<file path="config.mk">
export PLATFORM = sky130hd
export DESIGN_NAME = conv_window_gen
export DESIGN_NICKNAME = d
export VERILOG_FILES = /design/src/rtl/conv_window_gen.sv
export SDC_FILE = /design/constraint.sdc
export NUM_CORES = 1
export LEC_CHECK = 0
export CAP_MARGIN = 20
export CELL_PAD_IN_SITES_DETAIL_PLACEMENT = 0
export CELL_PAD_IN_SITES_GLOBAL_PLACEMENT = 1
export CORE_MARGIN = 1
export CORE_UTILIZATION = 40
export DETAILED_ROUTE_END_ITERATION = 10
export DONT_BUFFER_PORTS = 1
export GPL_ROUTABILITY_DRIVEN = 0
export PLACE_DENSITY_LB_ADDON = 0.1
export SLEW_MARGIN = 25
export SYNTH_ARGS = -nofsm -noshare
export SYNTH_HDL_FRONTEND = slang
export SYNTH_SLANG_ARGS = --single-unit
</file>
<file path="constraint.sdc">
create_clock -name clk -period 3.7 [get_ports clk]
set_input_delay 0.555 -clock clk [delete_from_list [all_inputs] [get_ports clk]]
set_output_delay 0.555 -clock clk [all_outputs]
set_load 0.03 [all_outputs]
</file>
<file path="src/rtl/conv_window_gen.sv">
// Streaming 5x5 window generator for the convolution datapath.
// Four line buffers feed a shift-left window register, one pixel per cycle.
module conv_window_gen #(
    parameter int IMG_W = 32,
    parameter int IMG_H = 32
) (
    input  logic                           clk,
    input  logic                           rst,
    input  logic signed [7:0]              pixel_in,
    input  logic                           pixel_valid,
    output logic signed [4:0][4:0][7:0]    window,
    output logic                           window_valid,
    output logic                           frame_done
);

    localparam int CW = $clog2(IMG_W);
    localparam int RW = $clog2(IMG_H);

    logic [CW-1:0] col_q, col_d;
    logic [RW-1:0] row_q, row_d;

    logic signed [4:0][4:0][7:0] win_q, win_d;
    logic                        wv_q, wv_d;
    logic                        fd_q, fd_d;

    logic [7:0]      lb_q [4][IMG_W];
    logic [4:0][7:0] colv;

    logic accept;
    logic last_col;
    logic last_row;

    assign accept   = pixel_valid && !rst;
    assign last_col = (col_q == CW'(IMG_W - 1));
    assign last_row = (row_q == RW'(IMG_H - 1));

    // Oldest row at index 0, incoming pixel at index 4.
    always_comb begin
        colv    = '0;
        colv[0] = lb_q[3][col_q];
        colv[1] = lb_q[2][col_q];
        colv[2] = lb_q[1][col_q];
        colv[3] = lb_q[0][col_q];
        colv[4] = pixel_in;
    end

    always_comb begin
        col_d = col_q;
        row_d = row_q;
        win_d = win_q;
        wv_d  = 1'b0;
        fd_d  = 1'b0;
        if (pixel_valid) begin
            if (last_col) begin
                col_d = '0;
                row_d = last_row ? '0 : row_q + RW'(1);
            end else begin
                col_d = col_q + CW'(1);
            end
            for (int i = 0; i < 5; i++) begin
                for (int j = 0; j < 4; j++) begin
                    win_d[i][j] = win_q[i][j+1];
                end
                win_d[i][4] = colv[i];
            end
            wv_d = (row_q >= RW'(4)) && (col_q >= CW'(4));
            fd_d = last_col && last_row;
        end
    end

    always_ff @(posedge clk) begin
        if (rst) begin
            col_q <= '0;
            row_q <= '0;
            win_q <= '0;
            wv_q  <= 1'b0;
            fd_q  <= 1'b0;
        end else begin
            col_q <= col_d;
            row_q <= row_d;
            win_q <= win_d;
            wv_q  <= wv_d;
            fd_q  <= fd_d;
        end
    end

    // Line buffers hold pixel data only, so they carry no reset.
    always_ff @(posedge clk) begin
        if (accept) begin
            lb_q[3][col_q] <= lb_q[2][col_q];
            lb_q[2][col_q] <= lb_q[1][col_q];
            lb_q[1][col_q] <= lb_q[0][col_q];
            lb_q[0][col_q] <= pixel_in;
        end
    end

    assign window       = win_q;
    assign window_valid = wv_q;
    assign frame_done   = fd_q;

endmodule

</file>
==> flow_metrics.tcl, run 1 <==
set metrics [dict create \
    grt_overflow 0 \
    tns_ns 0 \
    final_nets 2883 \
    final_common_cell "edfxtp_1" \
    port_buffers 0 \
    dp_cells 4225 \
    grt_first_pass_wirelength_um 190000 \
    critical_path_class "flip-flop to flip-flop" \
    synth_warnings 0 \
    worst-path-max-fanout 32 \
    power.density_nw_per_um2 551 \
    avgSynthCellArea_um2 17.2 \
    synth_area_leaders "edfxtp_1, mux2i_1, dfxtp_1" \
    antenna_found_initial 6 \
    fmax_mhz 297 \
    max-slew-margin-rel_pct 35.7 \
    outcome "complete, no violations" \
    cts_num_sinks 1236 \
    cts_tree "yes" \
    rows 125 \
    final_util_pct 46.7 \
    fin_skew_ns 0.0247 \
    wire_per_inst_um 30.8 \
    fin_crit_ns 3.37 \
    power_mw 29.9 \
    cts_buffers 135 \
    dieArea_um2 118000 \
    synth_flop_cell "edfxtp_1" \
    clkTransAtPathRegs_ns 0.06 \
    routed_wl_um 138000 \
    clkLatencyLatePin_ns 0.75 \
    critPathCaptureType "flip-flop" \
    start_util_pct 40.3 \
    placed_area_um2 49800 \
    syn_area_um2 46800 \
    crit_arrival_ns 3.69 \
    critPathLaunchType "flip-flop" \
    ys_types 53 \
    cts_root_buf "clkbuf_16" \
    dp_hpwl_um 79100 \
    final_cell_mix "edfxtp_1, mux2i_1, nor2_1" \
    post_cts_buffers 0 \
    fin_hold_ws_ns 0.0719 \
    routed_via_density 5.65 \
    grt_use_total_pct 23.2 \
    post-route-drc-count 0 \
    p_leak_nw 17.7 \
    period_share_pct 91.2 \
    die_w_um 344 \
    synth_edf_count 1024 \
    setup_viol 0 \
    drive_gt1_share_pct 16.5 \
    place_ws_ns 0.193 \
    num_vias 25400 \
    maxSlewViolCount 0 \
    synth_top_area_share_pct 65.6 \
    cts_buffer_depth 3 \
    final_area_um2 54300 \
    firstDrtPassIters 5 \
    hp-class "input pin to flip-flop" \
    fin_cells 4495 \
    crit_required_ns 4.02 \
    synthArstFlopShare_pct 0 \
    setup_ws_ns 0.327 \
    htree_levels 4 \
    pin_count 213 \
    synth_seq_area_share_pct 74.7 \
    die-height_um 344 \
    tightest_slew_ns 0.956 \
    hold_viol 0 \
    synthCells 2717 \
    ir_worst_vdd_v 0.000496 \
    areaGrowthSynthToFinish_pct 15.9 \
    grt_max_degree 198 \
    ys_ff_latch 1236 \
    cap_violations 0 \
    rsz0062_at_grt "false" \
    synth.largest_area_cell "edfxtp_1" \
    grt_pass1_vias 24600 \
    drt_first_iter_violations 2396 \
    ant_nets 0 \
    synth_nets 2737 \
    core_um2 116000 \
]
-- sequential cells by signal, indices dropped and copies added, names as in the netlist --
register,cells
col_q,5
frame_done,1
lb_q,1024
row_q,5
window,200
window_valid,1
-- cells in the mapped netlist (4+ instances only) --
| cell | instances |
|---|---|
| a22oi_1 | 14 |
| dfxtp_1 | 212 |
| a21oi_1 | 8 |
| mux4_2 | 44 |
| and3_1 | 5 |
| nor4_1 | 53 |
| o21ai_0 | 12 |
| nor2_1 | 246 |
| inv_1 | 4 |
| o21bai_1 | 6 |
| o22ai_1 | 162 |
| nor3_1 | 6 |
| ha_1 | 9 |
| edfxtp_1 | 1024 |
| buf_6 | 12 |
| a22o_1 | 10 |
| a311oi_1 | 24 |
| o22ai_2 | 38 |
| nand2_1 | 32 |
| buf_2 | 102 |
| nand4bb_1 | 6 |
| mux2i_1 | 587 |
| clkbuf_1 | 47 |
| a31oi_1 | 7 |
-- metal layers --
layer / track usage, % / vias up / routed length [um]
li1: - / 11000 / -
met1: 30.8 / 13200 / 58200
met2: 38.0 / 951 / 66500
met3: 5.58 / 163 / 11000
met4: 5.94 / 4 / 2660
met5: 0 / - / 27
-- worst paths after layout --
path | from | end | slack (ns) | cells past startpoint
hold / removal | pixel_valid | window[34]$_SDFFE_PP0P_ | 0.07 | 2
setup / recovery | col_q[4]$_SDFFE_PP0P_ | lb_q[2][233]$_DFFE_PP_ | 0.33 | 5
hold reg to reg | row_q[4]$_SDFFE_PP0P_ | row_q[4]$_SDFFE_PP0P_ | 0.49 | 2
setup reg to reg | col_q[4]$_SDFFE_PP0P_ | lb_q[2][233]$_DFFE_PP_ | 0.33 | 5
-- area by class of cell --
class	count	area, um2
diodes	1	2.50
well taps	1524	1910
inverters	4	15.0
clock buffers	199	3860
multi-input cells	1311	11300
flip-flops and latches	1236	35000
clock inverters	45	290
fillers	9823	61900
repair buffers	175	1930
-- power breakdown --
part | switching, mW | internal, mW | leakage, nW | total [mW]
Clock | 5.36 | 7.31 | 2.03 | 12.7
Sequential | 0.302 | 15.4 | 11.0 | 15.7
Combinational | 0.995 | 0.552 | 4.67 | 1.55
Total | 6.66 | 23.3 | 17.7 | 29.9
-- logic make-up after synthesis --
group | synth area share [%]
mux | 14.8
compound gates | 4.63
fa+ha+maj | 0.240
flops | 74.7
buf+inv | 1.85
simple gates | 3.82
-- worst max-delay path, stage by stage, from the launching register on --
cell and delay (ns):
dfxtp_1 0.79, or4b_2 0.50, buf_4 0.26, o22ai_1 0.11
nor4_1 0.74, nand2_2 0.54
-- repair_timing --
item                                    4_1_cts  5_1_grt
resized for setup                             0        1
hold endpoints to repair                    466        0
endpoints found under the setup margin        0       32
hold buffers                                 25        0
(Power assumes the default switching activity.)
==> run 2, diff against run 1 <==
--- a/config.mk
+++ b/config.mk
@@ -5,6 +5,7 @@
 export SDC_FILE = /design/constraint.sdc
 export NUM_CORES = 1
 export LEC_CHECK = 0
+export ABC_CLOCK_PERIOD_IN_PS = 3700
 export CAP_MARGIN = 20
 export CELL_PAD_IN_SITES_DETAIL_PLACEMENT = 0
 export CELL_PAD_IN_SITES_GLOBAL_PLACEMENT = 1
@@ -14,6 +15,7 @@
 export DONT_BUFFER_PORTS = 1
 export GPL_ROUTABILITY_DRIVEN = 0
 export PLACE_DENSITY_LB_ADDON = 0.1
+export RECOVER_POWER = 50
 export SLEW_MARGIN = 25
 export SYNTH_ARGS = -nofsm -noshare
 export SYNTH_HDL_FRONTEND = slang
==> flow_metrics.tcl, run 2 (synthesis results as in run 1) <==
set metrics [dict create \
    areaGrowthSynthToFinish_pct 15.0 \
    outcome "finished with violations" \
    crit_required_ns 4.08 \
    clkLatencyLatePin_ns 0.75 \
    pin_count 213 \
    top_register "lb_q" \
    post-route-drc-count 0 \
    hold_viol 0 \
    dieArea_um2 118000 \
    cap_violations 17 \
    final_common_cell "edfxtp_1" \
    cp_cell_sequence "clkbuf_1, or3_1, nor2_1, clkbuf_1" \
    power_mw 29.9 \
    tightest_slew_ns 1.87 \
    ir_worst_vdd_v 0.000497 \
    clkTransAtPathRegs_ns 0.06 \
    final_cell_mix "edfxtp_1, mux2i_1, nor2_1" \
    worst-path-max-fanout 18 \
    cts_buffers 135 \
    cts_tree "yes" \
    port_buffers 0 \
    die_w_um 344 \
    firstDrtPassIters 5 \
    tns_ns 0 \
    wire_per_inst_um 30.8 \
    grt_pass1_vias 24600 \
    core_um2 116000 \
    cpPeakStageDelay_ns 1.15 \
    cts_root_buf "clkbuf_16" \
    cts_buffer_depth 3 \
    ant_nets 0 \
    htree_levels 4 \
    holdPathStages 2 \
    drt_first_iter_violations 2504 \
    cp_num_cells 4 \
    drive_gt1_share_pct 15.1 \
    cts_num_sinks 1236 \
    grt_max_degree 198 \
    fin_skew_ns 0.0228 \
    dp_hpwl_um 79100 \
    rows 125 \
    num_vias 25300 \
    crit_arrival_ns 3.84 \
    setup_viol 0 \
    reg2reg_depth 4 \
    worst_path_most_repeated_cell "clkbuf_1" \
    period_share_pct 93.6 \
    antenna_found_initial 5 \
    rsz0062_at_grt "false" \
    grt_overflow 0 \
    grt_use_total_pct 23.2 \
    critical_path_buf_inv_count 2 \
    crit_family "simple AND/OR/NAND/NOR gates" \
    routed_via_density 5.63 \
    hp-class "input pin to flip-flop" \
    crit_slowest_cell "nor2_1" \
    max-slew-margin-rel_pct -24.4 \
    largest_reg_flops 1024 \
    final_nets 2883 \
    power.density_nw_per_um2 556 \
    p_leak_nw 17.5 \
    critPathLaunchType "flip-flop" \
    violations "capacitance limit, slew limit" \
    die-height_um 344 \
    critical_path_class "flip-flop to flip-flop" \
    fmax_mhz 289 \
    fin_crit_ns 3.46 \
    routed_wl_um 138000 \
    start_util_pct 40.3 \
    grt_first_pass_wirelength_um 190000 \
    maxSlewViolCount 302 \
    critPathCaptureType "flip-flop" \
]
run 2: cell types whose count changed in the layout (fill, tap and decap cells not counted), moves of 3 or more:
| cell | before | now |
|---|---|---|
| buf_4 | 113 | 88 |
| buf_12 | 44 | 29 |
| clkbuf_1 | 45 | 67 |
| clkbuf_2 | 0 | 15 |
| nor2_4 | 32 | 14 |
| clkbuf_4 | 2 | 5 |
| nor2_1 | 214 | 232 |
run 2: per-layer routing:
| layer | wire (um) | share of wire [%] | GRT usage (%) |
|---|---|---|---|
| met1 | 58900 | 43 | 30.8 |
| met4 | 2700 | 2.0 | 5.94 |
| met3 | 10400 | 7.5 | 5.58 |
| met2 | 66400 | 48 | 38.0 |
| met5 | 19 | 0.014 | 0 |
run 2: path summary, 6_finish.rpt:
check	end	slack, ns	startpoint
hold reg to reg	row_q[4]$_SDFFE_PP0P_	0.49	row_q[4]$_SDFFE_PP0P_
setup / recovery	lb_q[2][233]$_DFFE_PP_	0.24	col_q[4]$_SDFFE_PP0P_
hold / removal	window[79]$_SDFFE_PP0P_	0.07	pixel_valid
setup reg to reg	lb_q[2][233]$_DFFE_PP_	0.24	col_q[4]$_SDFFE_PP0P_
run 2: through the flow:
stage	setup slack, ns	hold slack (ns)	std cells	utilization, %	instance area, um2
final	0.238	0.0708	4495	46.3	53900
after detailed placement	0.193	0.483	4225	42.8	49800
after global routing	0.109	0.0153	4494	46.3	53900
after CTS	0.168	0.00399	4494	46.7	54300
after global placement	0.378	0.486	4225	42.8	49800
after floorplan	0.486	0.454	2717	-	46800
run 2: repair_timing:
action                                 4_1_cts  5_1_grt
hold buffers                                25        0
endpoints found under the hold margin      466        0
gates resized for setup                      0        1
setup buffers                                0        0
setup endpoints to repair                    0       32
run 2: where the power goes:
group / switching, mW / total (mW) / internal [mW]
registers: 0.301 / 15.7 / 15.4
clock network: 5.38 / 12.7 / 7.31
logic: 0.995 / 1.53 / 0.536
total: 6.67 / 29.9 / 23.3
run 2: worst register-to-register path: cells and delay by family (launching register included):
family	cells	cell delay, ns
simple gates	2	1.75
buf+inv	2	0.82
flops	1	0.52
run 2: cell type report:
type / instances / area, um2
fill: 9889 / 62300
clock buffer: 199 / 3860
sequential: 1236 / 35000
tap: 1524 / 1910
antenna: 1 / 2.50
timing repair buffer: 175 / 1630
inverter: 4 / 15.0
multi-input combinational: 1311 / 11100
clock inverter: 45 / 290
==> run 3, diff against run 2 <==
--- a/config.mk
+++ b/config.mk
@@ -5,12 +5,13 @@
 export SDC_FILE = /design/constraint.sdc
 export NUM_CORES = 1
 export LEC_CHECK = 0
-export ABC_CLOCK_PERIOD_IN_PS = 3700
+export ABC_CLOCK_PERIOD_IN_PS = 3400
 export CAP_MARGIN = 20
 export CELL_PAD_IN_SITES_DETAIL_PLACEMENT = 0
 export CELL_PAD_IN_SITES_GLOBAL_PLACEMENT = 1
 export CORE_MARGIN = 1
 export CORE_UTILIZATION = 40
+export CTS_CLUSTER_SIZE = 30
 export DETAILED_ROUTE_END_ITERATION = 10
 export DONT_BUFFER_PORTS = 1
 export GPL_ROUTABILITY_DRIVEN = 0
@@ -20,3 +21,4 @@
 export SYNTH_ARGS = -nofsm -noshare
 export SYNTH_HDL_FRONTEND = slang
 export SYNTH_SLANG_ARGS = --single-unit
+export TNS_END_PERCENT = 10
==> constraint.sdc (replaced) <==
create_clock -name clk -period 3.4 [get_ports clk]
set_input_delay 0.51 -clock clk [delete_from_list [all_inputs] [get_ports clk]]
set_output_delay 0.51 -clock clk [all_outputs]
set_load 0.03 [all_outputs]
==> flow_metrics.tcl, run 3 (synthesis results as in run 1) <==
set metrics [dict create \
    p_switching_mw 7.31 \
    antenna_found_initial 7 \
    pwr-share-comb_pct 5.4 \
    fill_cells 9855 \
    tns_ns 0 \
    die-height_um 344 \
    grt_first_pass_wirelength_um 191000 \
    clockPowerShare_pct 43.3 \
    final_common_cell "edfxtp_1" \
    hold_viol 0 \
    crit_slowest_cell "or4b_2" \
    rsz0062_at_grt "false" \
    final_cell_mix "edfxtp_1, mux2i_1, nor2_1" \
    worst-path-max-fanout 18 \
    wire_per_inst_um 30.1 \
    pwr-share-seq_pct 51.4 \
    cap_violations 4 \
    routed_wl_um 139000 \
    grt_overflow 0 \
    power.density_nw_per_um2 603 \
    die_w_um 344 \
    critPathCaptureType "flip-flop" \
    period_share_pct 94.8 \
    cp_cell_sequence "or4b_2, buf_12, o22ai_1, nor4_1, a311oi_1, dlygate4sd3_1" \
    core_um2 116000 \
    fmax_mhz 310 \
    pin_count 213 \
    max-slew-margin-rel_pct -21.1 \
    start_util_pct 40.3 \
    fin_hold_ws_ns 0.130 \
    routed_via_density 5.66 \
    reg2reg_depth 6 \
    r2r_setup_slack_ns 0.18 \
    largest_reg_flops 1024 \
    grt_max_degree 182 \
    violations "capacitance limit, slew limit" \
    fin_skew_ns 0.0277 \
    num_vias 26100 \
    clkLatencyLatePin_ns 0.74 \
    critical_path_class "flip-flop to flip-flop" \
    drt_first_iter_violations 2197 \
    place_ws_ns 0.275 \
    grt_use_total_pct 23.2 \
    fin_crit_ns 3.22 \
    tightest_slew_ns 1.82 \
    holdPathStages 2 \
    power_mw 33.3 \
    crit_arrival_ns 3.90 \
    ant_nets 0 \
    crit_family "simple AND/OR/NAND/NOR gates" \
    placed_area_um2 50000 \
    firstDrtPassIters 7 \
    post_cts_buffers 0 \
    min_from "rst" \
    cpPeakStageDelay_ns 0.88 \
    setup_viol 0 \
    final_util_pct 47.5 \
    reg2reg_to "window[158]$_SDFFE_PP0P_" \
    clkTransAtPathRegs_ns 0.06 \
    ir_worst_vdd_v 0.000508 \
    crit_required_ns 4.07 \
    setup_ws_ns 0.178 \
    hp-class "input pin to flip-flop" \
    outcome "finished with violations" \
    fin_cells 4608 \
    cts_buffers 136 \
    rows 125 \
    final_nets 2992 \
    top_register "lb_q" \
    postCtsResizedCells 0 \
    maxSlewViolCount 136 \
    dp_cells 4241 \
    intPower_mw 26.0 \
    p_sw_share_pct 22.0 \
    cts_tree "yes" \
    reg2reg_from "col_q[2]$_SDFFE_PP0P_" \
    dieArea_um2 118000 \
    dp_hpwl_um 76500 \
    final_area_um2 55200 \
    htree_levels 4 \
    p_leak_nw 18.0 \
    min_to "window_valid$_SDFF_PN0_" \
    critical_path_buf_inv_count 2 \
    cts_buffer_depth 3 \
    drive_gt1_share_pct 15.4 \
    areaGrowthSynthToFinish_pct 17.9 \
    port_buffers 0 \
    critPathLaunchType "flip-flop" \
    cts_num_sinks 1236 \
    grt_pass1_vias 25500 \
    cts_root_buf "clkbuf_16" \
    post-route-drc-count 0 \
]
==> run 3: metal layers <==
layer | up-vias | track usage, % | routed length, um | part of all wire [%]
met1 | 13700 | 32.2 | 61000 | 44
met5 | - | 0 | 26 | 0.019
met4 | 4 | 6.11 | 2670 | 1.9
met3 | 187 | 4.70 | 9690 | 7.0
li1 | 11200 | - | - | -
met2 | 919 | 37.1 | 65200 | 47
==> run 3: worst max path at each step <==
stage	from	end	slack (ns)	cells past startpoint
floorplan	col_q[3]$_SDFFE_PP0P_	lb_q[0][160]$_DFFE_PP_	0.19	5
detailed placement	col_q[1]$_SDFFE_PP0P_	lb_q[1][234]$_DFFE_PP_	0.27	7
global route	col_q[0]$_SDFFE_PP0P_	lb_q[0][236]$_DFFE_PP_	0.07	7
finish	col_q[2]$_SDFFE_PP0P_	window[158]$_SDFFE_PP0P_	0.18	6
global placement	col_q[1]$_SDFFE_PP0P_	lb_q[2][195]$_DFFE_PP_	0.31	7
CTS	col_q[1]$_SDFFE_PP0P_	window[157]$_SDFFE_PP0P_	0.21	7
==> run 3: power by group through the flow <==
stage | logic (mW) | registers (mW) | clock network (mW)
after floorplan | 1.13 | 17.3 | 0
after global placement | 1.55 | 17.4 | 0
after detailed placement | 1.59 | 17.4 | 0
after CTS | 1.82 | 17.1 | 14.7
after global routing | 1.91 | 17.1 | 15.2
final | 1.79 | 17.1 | 14.4
==> run 3: final cells by class <==
class	count	area, um2	area share (%)
antenna	1	2.50	0.00453
clock buffer	193	3870	7.01
clock inverter	56	515	0.933
inverter	4	15.0	0.0272
multi-input combinational	1311	11200	20.2
sequential	1236	35000	63.4
tap	1524	1910	3.45
timing repair buffer	283	2760	4.99
==> run 3: timing repair <==
action,in CTS,in global routing
hold buffers,117,0
hold endpoints to repair,466,0
setup endpoints to repair,0,0
